==> config.mk <==
export PLATFORM = sky130hd
export DESIGN_NAME = alu_issue
export DESIGN_NICKNAME = d
export VERILOG_FILES = /design/src/rtl/alu_issue.sv
export SDC_FILE = /design/constraint.sdc
export NUM_CORES = 1
export LEC_CHECK = 0
export ABC_AREA = 0
export BUFFER_PORTS_ARGS = -buffer_cell sky130_fd_sc_hd__buf_4
export CAP_MARGIN = 20
export CORE_MARGIN = 3
export CORE_UTILIZATION = 49
export CTS_CLUSTER_DIAMETER = 60
export CTS_CLUSTER_SIZE = 14
export DETAILED_ROUTE_END_ITERATION = 7
export PLACE_DENSITY = 0.86
export SLEW_MARGIN = 40
export SYNTH_ARGS = -nofsm -noshare
export SYNTH_HDL_FRONTEND = slang
export SYNTH_SLANG_ARGS = --single-unit
==> constraint.sdc <==
create_clock -name clk -period 4.5 [get_ports clk]
set_input_delay 0.45 -clock clk [delete_from_list [all_inputs] [get_ports clk]]
set_output_delay 0.45 -clock clk [all_outputs]
set_load 0.05 [all_outputs]
==> src/rtl/alu_issue.sv <==
// alu_issue: RV32I OP/OP-IMM/LUI issue stage feeding a one-cycle registered ALU; optional ALU_ISSUE_FWD_EN forwards WB results
module alu_issue #(
  parameter int XLEN   = 32,
  parameter int REG_AW = 5
) (
  input  logic              clk,
  input  logic              rst,
  input  logic [31:0]       instr,
  input  logic              instr_valid,
  output logic              instr_ready,
  output logic [REG_AW-1:0] rs1_addr,
  output logic [REG_AW-1:0] rs2_addr,
  input  logic [XLEN-1:0]   rs1_data,
  input  logic [XLEN-1:0]   rs2_data,
  input  logic [XLEN-1:0]   alu_result,
  output logic              alu_i,
  output logic [XLEN-1:0]   alu_op0,
  output logic [XLEN-1:0]   alu_op1,
  output logic [3:0]        alu_opcode,
  output logic              wb_valid,
  output logic [REG_AW-1:0] wb_rd,
  output logic              illegal
);
  logic              alu_i_q, alu_i_d, wb_valid_q, wb_valid_d, illegal_q, illegal_d;
  logic [XLEN-1:0]   alu_op0_q, alu_op0_d, alu_op1_q, alu_op1_d;
  logic [3:0]        alu_opcode_q, alu_opcode_d;
  logic [REG_AW-1:0] ex_rd_q, ex_rd_d, wb_rd_q, wb_rd_d, rd;
  logic [6:0]        opc, f7;
  logic [2:0]        f3;
  logic              is_op, is_opi, is_lui, is_shift, legal, alt, accept;
  logic              ex_hit1, ex_hit2, wb_hit1, wb_hit2, use1, use2, hazard;
  logic [XLEN-1:0]   src1, src2, imm_i, imm_u, shamt;

  assign opc      = instr[6:0];
  assign f3       = instr[14:12];
  assign f7       = instr[31:25];
  assign rd       = REG_AW'(instr[11:7]);
  assign rs1_addr = REG_AW'(instr[19:15]);
  assign rs2_addr = REG_AW'(instr[24:20]);
  assign imm_i    = XLEN'($signed(instr[31:20]));
  assign imm_u    = XLEN'($signed({instr[31:12], 12'b0}));
  assign shamt    = XLEN'(instr[24:20]);

  // Decode legality, the 4-bit ALU opcode and which source registers are actually read
  always_comb begin
    is_op    = opc == 7'b0110011;
    is_opi   = opc == 7'b0010011;
    is_lui   = opc == 7'b0110111;
    is_shift = is_opi & (f3 == 3'b001 | f3 == 3'b101);
    legal    = is_lui
             | (is_op & (f7 == 7'b0 | (f7 == 7'b0100000 & (f3 == 3'b000 | f3 == 3'b101))))
             | (is_opi & (f3 == 3'b001 ? f7 == 7'b0 :
                          f3 == 3'b101 ? (f7 == 7'b0 | f7 == 7'b0100000) : 1'b1));
    alt      = instr[30] & ((f3 == 3'b000 & is_op) | f3 == 3'b101);
    use1     = (is_op | is_opi) & |rs1_addr;
    use2     = is_op & |rs2_addr;
  end

  // Source match against the instruction in EX and the result sitting in WB
  always_comb begin
    ex_hit1 = alu_i_q & ex_rd_q == rs1_addr;
    ex_hit2 = alu_i_q & ex_rd_q == rs2_addr;
    wb_hit1 = wb_valid_q & wb_rd_q == rs1_addr;
    wb_hit2 = wb_valid_q & wb_rd_q == rs2_addr;
  end

`ifdef ALU_ISSUE_FWD_EN
  // Only an EX match stalls; a WB match takes the ALU result directly
  always_comb begin
    hazard = instr_valid & ((use1 & ex_hit1) | (use2 & ex_hit2));
    src1   = wb_hit1 ? alu_result : rs1_data;
    src2   = wb_hit2 ? alu_result : rs2_data;
  end
`else
  logic unused_alu_result;
  assign unused_alu_result = ^alu_result;
  // Without forwarding, both EX and WB matches wait for the regfile write
  always_comb begin
    hazard = instr_valid & ((use1 & (ex_hit1 | wb_hit1)) | (use2 & (ex_hit2 | wb_hit2)));
    src1   = rs1_data;
    src2   = rs2_data;
  end
`endif

  assign instr_ready = !rst & !hazard;
  assign accept      = instr_valid & instr_ready;

  // Next operand/opcode registers load on accept; EX rd advances into WB with alu_i
  always_comb begin
    alu_i_d      = accept & legal;
    illegal_d    = accept & !legal;
    alu_op0_d    = accept ? (is_lui ? '0 : src1) : alu_op0_q;
    alu_op1_d    = accept ? (is_lui ? imm_u : is_op ? src2 : is_shift ? shamt : imm_i) : alu_op1_q;
    alu_opcode_d = accept ? (is_lui ? 4'b0000 : {f3, alt}) : alu_opcode_q;
    ex_rd_d      = accept ? rd : ex_rd_q;
    wb_valid_d   = alu_i_q;
    wb_rd_d      = alu_i_q ? ex_rd_q : wb_rd_q;
  end

  // Pipeline registers; reset discards everything in flight
  always_ff @(posedge clk or posedge rst) begin
    if (rst) begin
      alu_i_q      <= 1'b0;
      illegal_q    <= 1'b0;
      wb_valid_q   <= 1'b0;
      alu_op0_q    <= '0;
      alu_op1_q    <= '0;
      alu_opcode_q <= '0;
      ex_rd_q      <= '0;
      wb_rd_q      <= '0;
    end else begin
      alu_i_q      <= alu_i_d;
      illegal_q    <= illegal_d;
      wb_valid_q   <= wb_valid_d;
      alu_op0_q    <= alu_op0_d;
      alu_op1_q    <= alu_op1_d;
      alu_opcode_q <= alu_opcode_d;
      ex_rd_q      <= ex_rd_d;
      wb_rd_q      <= wb_rd_d;
    end
  end

  assign alu_i      = alu_i_q;
  assign illegal    = illegal_q;
  assign wb_valid   = wb_valid_q;
  assign alu_op0    = alu_op0_q;
  assign alu_op1    = alu_op1_q;
  assign alu_opcode = alu_opcode_q;
  assign wb_rd      = wb_rd_q;
endmodule

## After elaboration in Yosys (flattened, before gate mapping)

Index checks and enable logic that the tools add are counted.

- Add/subtract/negate cells: 0
- Multiply operators: 0
- Divide/modulo/power cells: 0
- Magnitude comparators: 0
- Eq/ne operators: 10
- Shifts and indexed selects: 0
- Muxes and demuxes: 7
- Bitwise gates (word level): 30
- Reductions and logical operators: 7

Operators with widths:

| cell | number |
|---|---|
| $mux 32 | 4 |
| $eq 7x6->1 const B | 3 |
| $eq 5x5->1 | 4 |
| $and 1x1->1 | 19 |
| $or 1x1->1 | 11 |
| $reduce_or 5->1 | 2 |
| $eq 7x5->1 const B | 1 |
| $logic_not 7->1 | 1 |
| $mux 4 | 1 |
| $eq 3x1->1 const B | 1 |
| $eq 3x3->1 const B | 1 |
| $logic_not 1->1 | 3 |
| $logic_not 3->1 | 1 |
| $mux 1 | 2 |

- Flip-flop bits (word level): 81
- Bits in latches: 0
- Bits in writable memories: 0
- Bits in read-only memories: 0
- Input port bits: 131
- Output and inout bits: 87
- Word-level logic and storage cells: 62
- Memories kept: 0

## Depth between registers and ports, before layout

- Depth in word-level cells: 10
- Depth in mapped cells: 8
- Gate-level depth less buffers: 6

## Worst setup path after synthesis

No wires, ideal clock.

- Path type: flip-flop to flip-flop
- Start point: reg alu_i_q (netlist: alu_i)
- End point: reg alu_op1_q[0] (netlist: alu_op1[0])
- Library setup time: 0.125 ns
- Arrival time: 2.022 ns
- Required time: 4.375 ns
- Setup slack: 2.353 ns
- Cell stages (with the launch flop): 9
- Buffers on the path: 3
- Cells stage by stage: dfrtp_1 > clkbuf_1 > nand2_1 > o22ai_1 > a41oi_1 > nand3_1 > buf_4 > buf_6 > mux2_4

- Word-level cells in the longest chain between the ends: 8
- Elaborated cells between the ends (all ways): 11
- Classes of those cells: bitwise (10); reduce/logical (1)

RTL lines:

| what | line | text |
|---|---|---|
| from (decl) | 24 | `logic alu_i_q, alu_i_d, wb_valid_q, wb_valid_d, illegal_q, illegal_d;` |
| from (signal assigned) | 112 | `alu_i_q <= alu_i_d;` |
| $and 1x1->1, on equally long branches | 61, 62 |  |
| $or 1x1->1 | 79 | `hazard = instr_valid & ((use1 & (ex_hit1 \| wb_hit1)) \| (use2 & (ex_hit2 \| wb_hit2)));` |
| $and 1x1->1 | 79 |  |
| $or 1x1->1 (*) | 79 |  |
| $and 1x1->1 (*) | 79 |  |
| $logic_not 1->1 (*) | 85 | `assign instr_ready = !rst & !hazard;` |
| $and 1x1->1 (*) | 85 |  |
| $and 1x1->1 (*) | 86 | `assign accept = instr_valid & instr_ready;` |
| to (signal assigned) | 116 | `alu_op1_q <= alu_op1_d;` |
| to (decl) | 25 | `logic [XLEN-1:0] alu_op0_q, alu_op0_d, alu_op1_q, alu_op1_d;` |

Mark *: on every way between the ends. The rest lies on a longest branch, timed or not.
A chain may end at the register's enable or synchronous reset.

## Worst setup path in the final report

- Start point: in instr[2]
- End point: reg alu_op1_q[10] (netlist: alu_op1[10])

- Word-level cells in the longest chain between the ends: 9
- Elaborated cells between the ends (all ways): 17
- Classes of those cells: eq/ne (3); mux (3); bitwise (10); reduce/logical (1)

RTL lines:

| what | line | text |
|---|---|---|
| from (decl) | 8 | `input logic [31:0] instr,` |
| $eq 7x6->1 / $eq 7x5->1 (equally long branches) | 46, 47 |  |
| $or 1x1->1 | 55 | `use1 = (is_op \| is_opi) & \|rs1_addr;` |
| $and 1x1->1 | 55 |  |
| $and 1x1->1 | 79 |  |
| $or 1x1->1 | 79 |  |
| $and 1x1->1 | 79 |  |
| $logic_not 1->1 | 85 |  |
| $and 1x1->1 | 85 |  |
| $and 1x1->1 | 86 |  |

Several ways; a longest one is shown, not always the timed one.

==> impl_results.md <==
* Status: finished clean
* Critical Path End Type: flop
* Clock transition at path regs at 0.08 ns
* GP Congestion at 0.883
* Vias in the first global route at 3632
* First-pass GRT wire length at 17.6 mm
* Post-synthesis sequential area ratio at 0.482
* Hold slack at 0.157 ns
* Chip Height at 98.7 um
* Fin nets at 716
* Cts bufs inserted at 9
* Initial Utilization at 0.507
* Cell area after technology mapping at 4210 um^2
* Power per Cell Area at 408 nW/um^2
* Synth warn at 0
* Layout cells sized above 1 at 0.429
* Highest clock rate at 383 MHz
* Largest net degree at the start of global routing at 55
* Die area at 9740 um^2
* Required @ worst endpoint at 4.71 ns
* Fin area at 5820 um^2
* First-pass iteration count of the detailed router at 4
* Leak at 0.00311 uW
* Placement Cell Area at 5630 um^2
* Flops & latches, synth at 81
* Vias post-DR at 3600
* # setup viols final at 0
* Post-Route WL at 11.2 mm
* Worst endpoint data arrival time at 2.82 ns
* Max incr delay on CP at 0.50 ns
* Pre-CTS setup slack at 1.53 ns
* Critical-path top delay cell: nand3_4
* Total power at 2380 uW
* Clock Root Buffer: clkbuf_8
* Fin crit share at 0.580
* Top Family by Delay on Critical Path: simple AND/OR/NAND/NOR gates
* Num rows at 33
* Vias per cell at 5.19
* Max-capacitance violation count at 0
* Setup Buffers After CTS at 0
* Clock latency on the worst-skew pair at 0.34 ns
* Grt ovf at 0
* # diodes at 0
* Final worst slack at 1.89 ns
* Hpwl dp at 8.26 mm
* Critical path type: in -> reg
* DRT iter0 DRCs at 111
* Post-CTS sizing at 0
* CTS sink cnt at 81
* Peak supply drop at 0.211 mV
* CP Max Fanout at 45
* Setup Skew at 0.00952 ns
* Hold-fix buffers at CTS at 0
* Worst Tran Pin Value at 0.650 ns
* Total negative slack at 0 ns
* Area Growth Syn to Fin at 38.4%
* Final hold vios at 0
* GRT Overall Usage at 0.226
* Post-DR wirelength/cell at 16.2 um
* Buffer and inverter count on the worst path at 2
* Port Buffers at 185
* Min-Delay Path Class: in -> async
* Die X-Extent at 98.7 um
* Crit path launch type: input pin
* Mapped Cells at 415
* Antenna violations before repair at 0
* Crit-path cells: buf_4, nand4bb_1, nor2_1, a41oi_1, nand3_4, buf_12, mux2_2
* H-tree Lvls at 3
* I/O pins at 218
* Drt drc at 0
* Synthesized area per cell at 10.1 um^2
* Core ar. at 8300 um^2
* Fin crit period at 2.61 ns
* Routed Antenna Nets at 0
* Rel. slew slack at 0.567
* CTS tree: done
* Unrepaired setup endpoints after global routing: no
* CTS Buffer Depth at 2
* Mapped Nets at 546
* Max Slew Vio Count at 0
* Post-synthesis cell type count at 36
synth_stat cells:
master     count  share of area
or3_1          1         0.0015
buf_2          3         0.0036
a21oi_1       27          0.032
a21oi_2        1         0.0021
o21ai_2        1         0.0021
nor4b_1        1         0.0021
mux2i_1       35          0.083
nor2b_1        2         0.0030
or4_1          1         0.0018
nand2b_1       2         0.0030
o21ai_0        1         0.0012
nor3_2         1         0.0024
o22ai_1        2         0.0030
inv_1         38          0.034
nand4_1        4         0.0059
nor3_1         2         0.0024
nor3b_1        1         0.0018
buf_6          2         0.0054
xnor2_1       20          0.042
nand4bb_1      1         0.0027
nor4_1         1         0.0015
mux2_4        13          0.046
o211ai_2       1         0.0030
a22oi_1        6          0.011
clkbuf_1      11         0.0098
nand2_1       74          0.066
xor2_1         1         0.0021
a41oi_1        1         0.0021
dfrtp_1       81           0.48
nand4b_1       2         0.0042
a311oi_1       1         0.0021
nor2_1        30          0.027
buf_4         14          0.025
mux2_2        30          0.080
o21a_1         1         0.0018
nand3_1        2         0.0024
routing by layer:
metal / up-vias / GRT usage / part of all wire / wire [um]
met5: - / 0 / 0 / 0
met4: 0 / 0.0945 / 0.027 / 301
met3: 27 / 0.0715 / 0.083 / 928
met2: 163 / 0.381 / 0.50 / 5650
met1: 1709 / 0.268 / 0.39 / 4320
li1: 1701 / - / - / -
stage by stage:
stage,utilization,instances
2_1_floorplan,-,415
3_3_place_gp,0.676,679
3_5_place_dp,0.678,679
4_1_cts,0.702,693
5_1_grt,0.702,693
6_report,0.702,693
worst paths after layout:
| check | startpoint | end | slack [ns] | cells after the start |
|---|---|---|---|---|
| setup / recovery | instr[2] | alu_op1[10] | 1.89 | 7 |
| hold / removal | rst | alu_op1[16] | 0.16 | 2 |
| setup reg to reg | ex_rd_q[2] | alu_op1[10] | 1.98 | 7 |
| hold reg to reg | alu_op1[17] | alu_op1[17] | 0.51 | 1 |
| max in group asynchronous | rst | alu_op0[15] | 3.29 | 3 |
| min in group clk | instr[8] | ex_rd_q[1] | 0.34 | 2 |
layout make-up:
type	count	area, um^2
clock inverter	3	67.6
tap	105	131
sequential	81	2030
clock buffer	11	131
timing repair buffer	189	1430
multi-input combinational	266	1890
inverter	38	144
fill	623	2470
sequential cells by signal, indices dropped and copies added (netlist names):
| name | flops |
|---|---|
| alu_opcode | 4 |
| wb_rd | 5 |
| alu_op0 | 32 |
| alu_i | 1 |
| ex_rd_q | 5 |
| illegal | 1 |
| alu_op1 | 32 |
| wb_valid | 1 |
cell usage in the layout, fill, tap and decap left out, types with 2 or more instances in the layout:
| cell type | netlist | layout |
|---|---|---|
| clkbuf_8 | 0 | 9 |
| xnor2_1 | 20 | 20 |
| nand2_1 | 74 | 74 |
| a21oi_1 | 27 | 27 |
| mux2_4 | 13 | 13 |
| nand2b_1 | 2 | 2 |
| clkbuf_1 | 11 | 2 |
| bufinv_16 | 0 | 2 |
| nand4b_1 | 2 | 2 |
| mux2_2 | 30 | 30 |
| nand4_1 | 4 | 4 |
| dfrtp_1 | 81 | 81 |
| buf_4 | 14 | 188 |
| inv_1 | 38 | 37 |
| o22ai_1 | 2 | 2 |
| nor2b_1 | 2 | 2 |
| a22oi_1 | 6 | 6 |
| nor2_1 | 30 | 30 |
| mux2i_1 | 35 | 35 |
power by group:
part,switching [uW],internal (uW)
combinational,580,330
clock,240,307
sequential,81.4,839
total,901,1480
worst register-to-register path: stages (launching register included):
cell,delay (ns)
dfrtp_1,0.44
xnor2_1,0.18
nand4_1,0.13
o22ai_1,0.18
a41oi_1,0.20
nand3_4,0.50
buf_12,0.37
mux2_2,0.40
cells by family after synthesis:
logic type / share of synthesized area
DFF: 0.482
AOI/OAI and AO/OA: 0.0600
buffers and inverters: 0.0776
and+or+nand+nor: 0.127
xor gates and xnor gates: 0.0437
muxes: 0.210
Power figures use the tool's default switching activity.
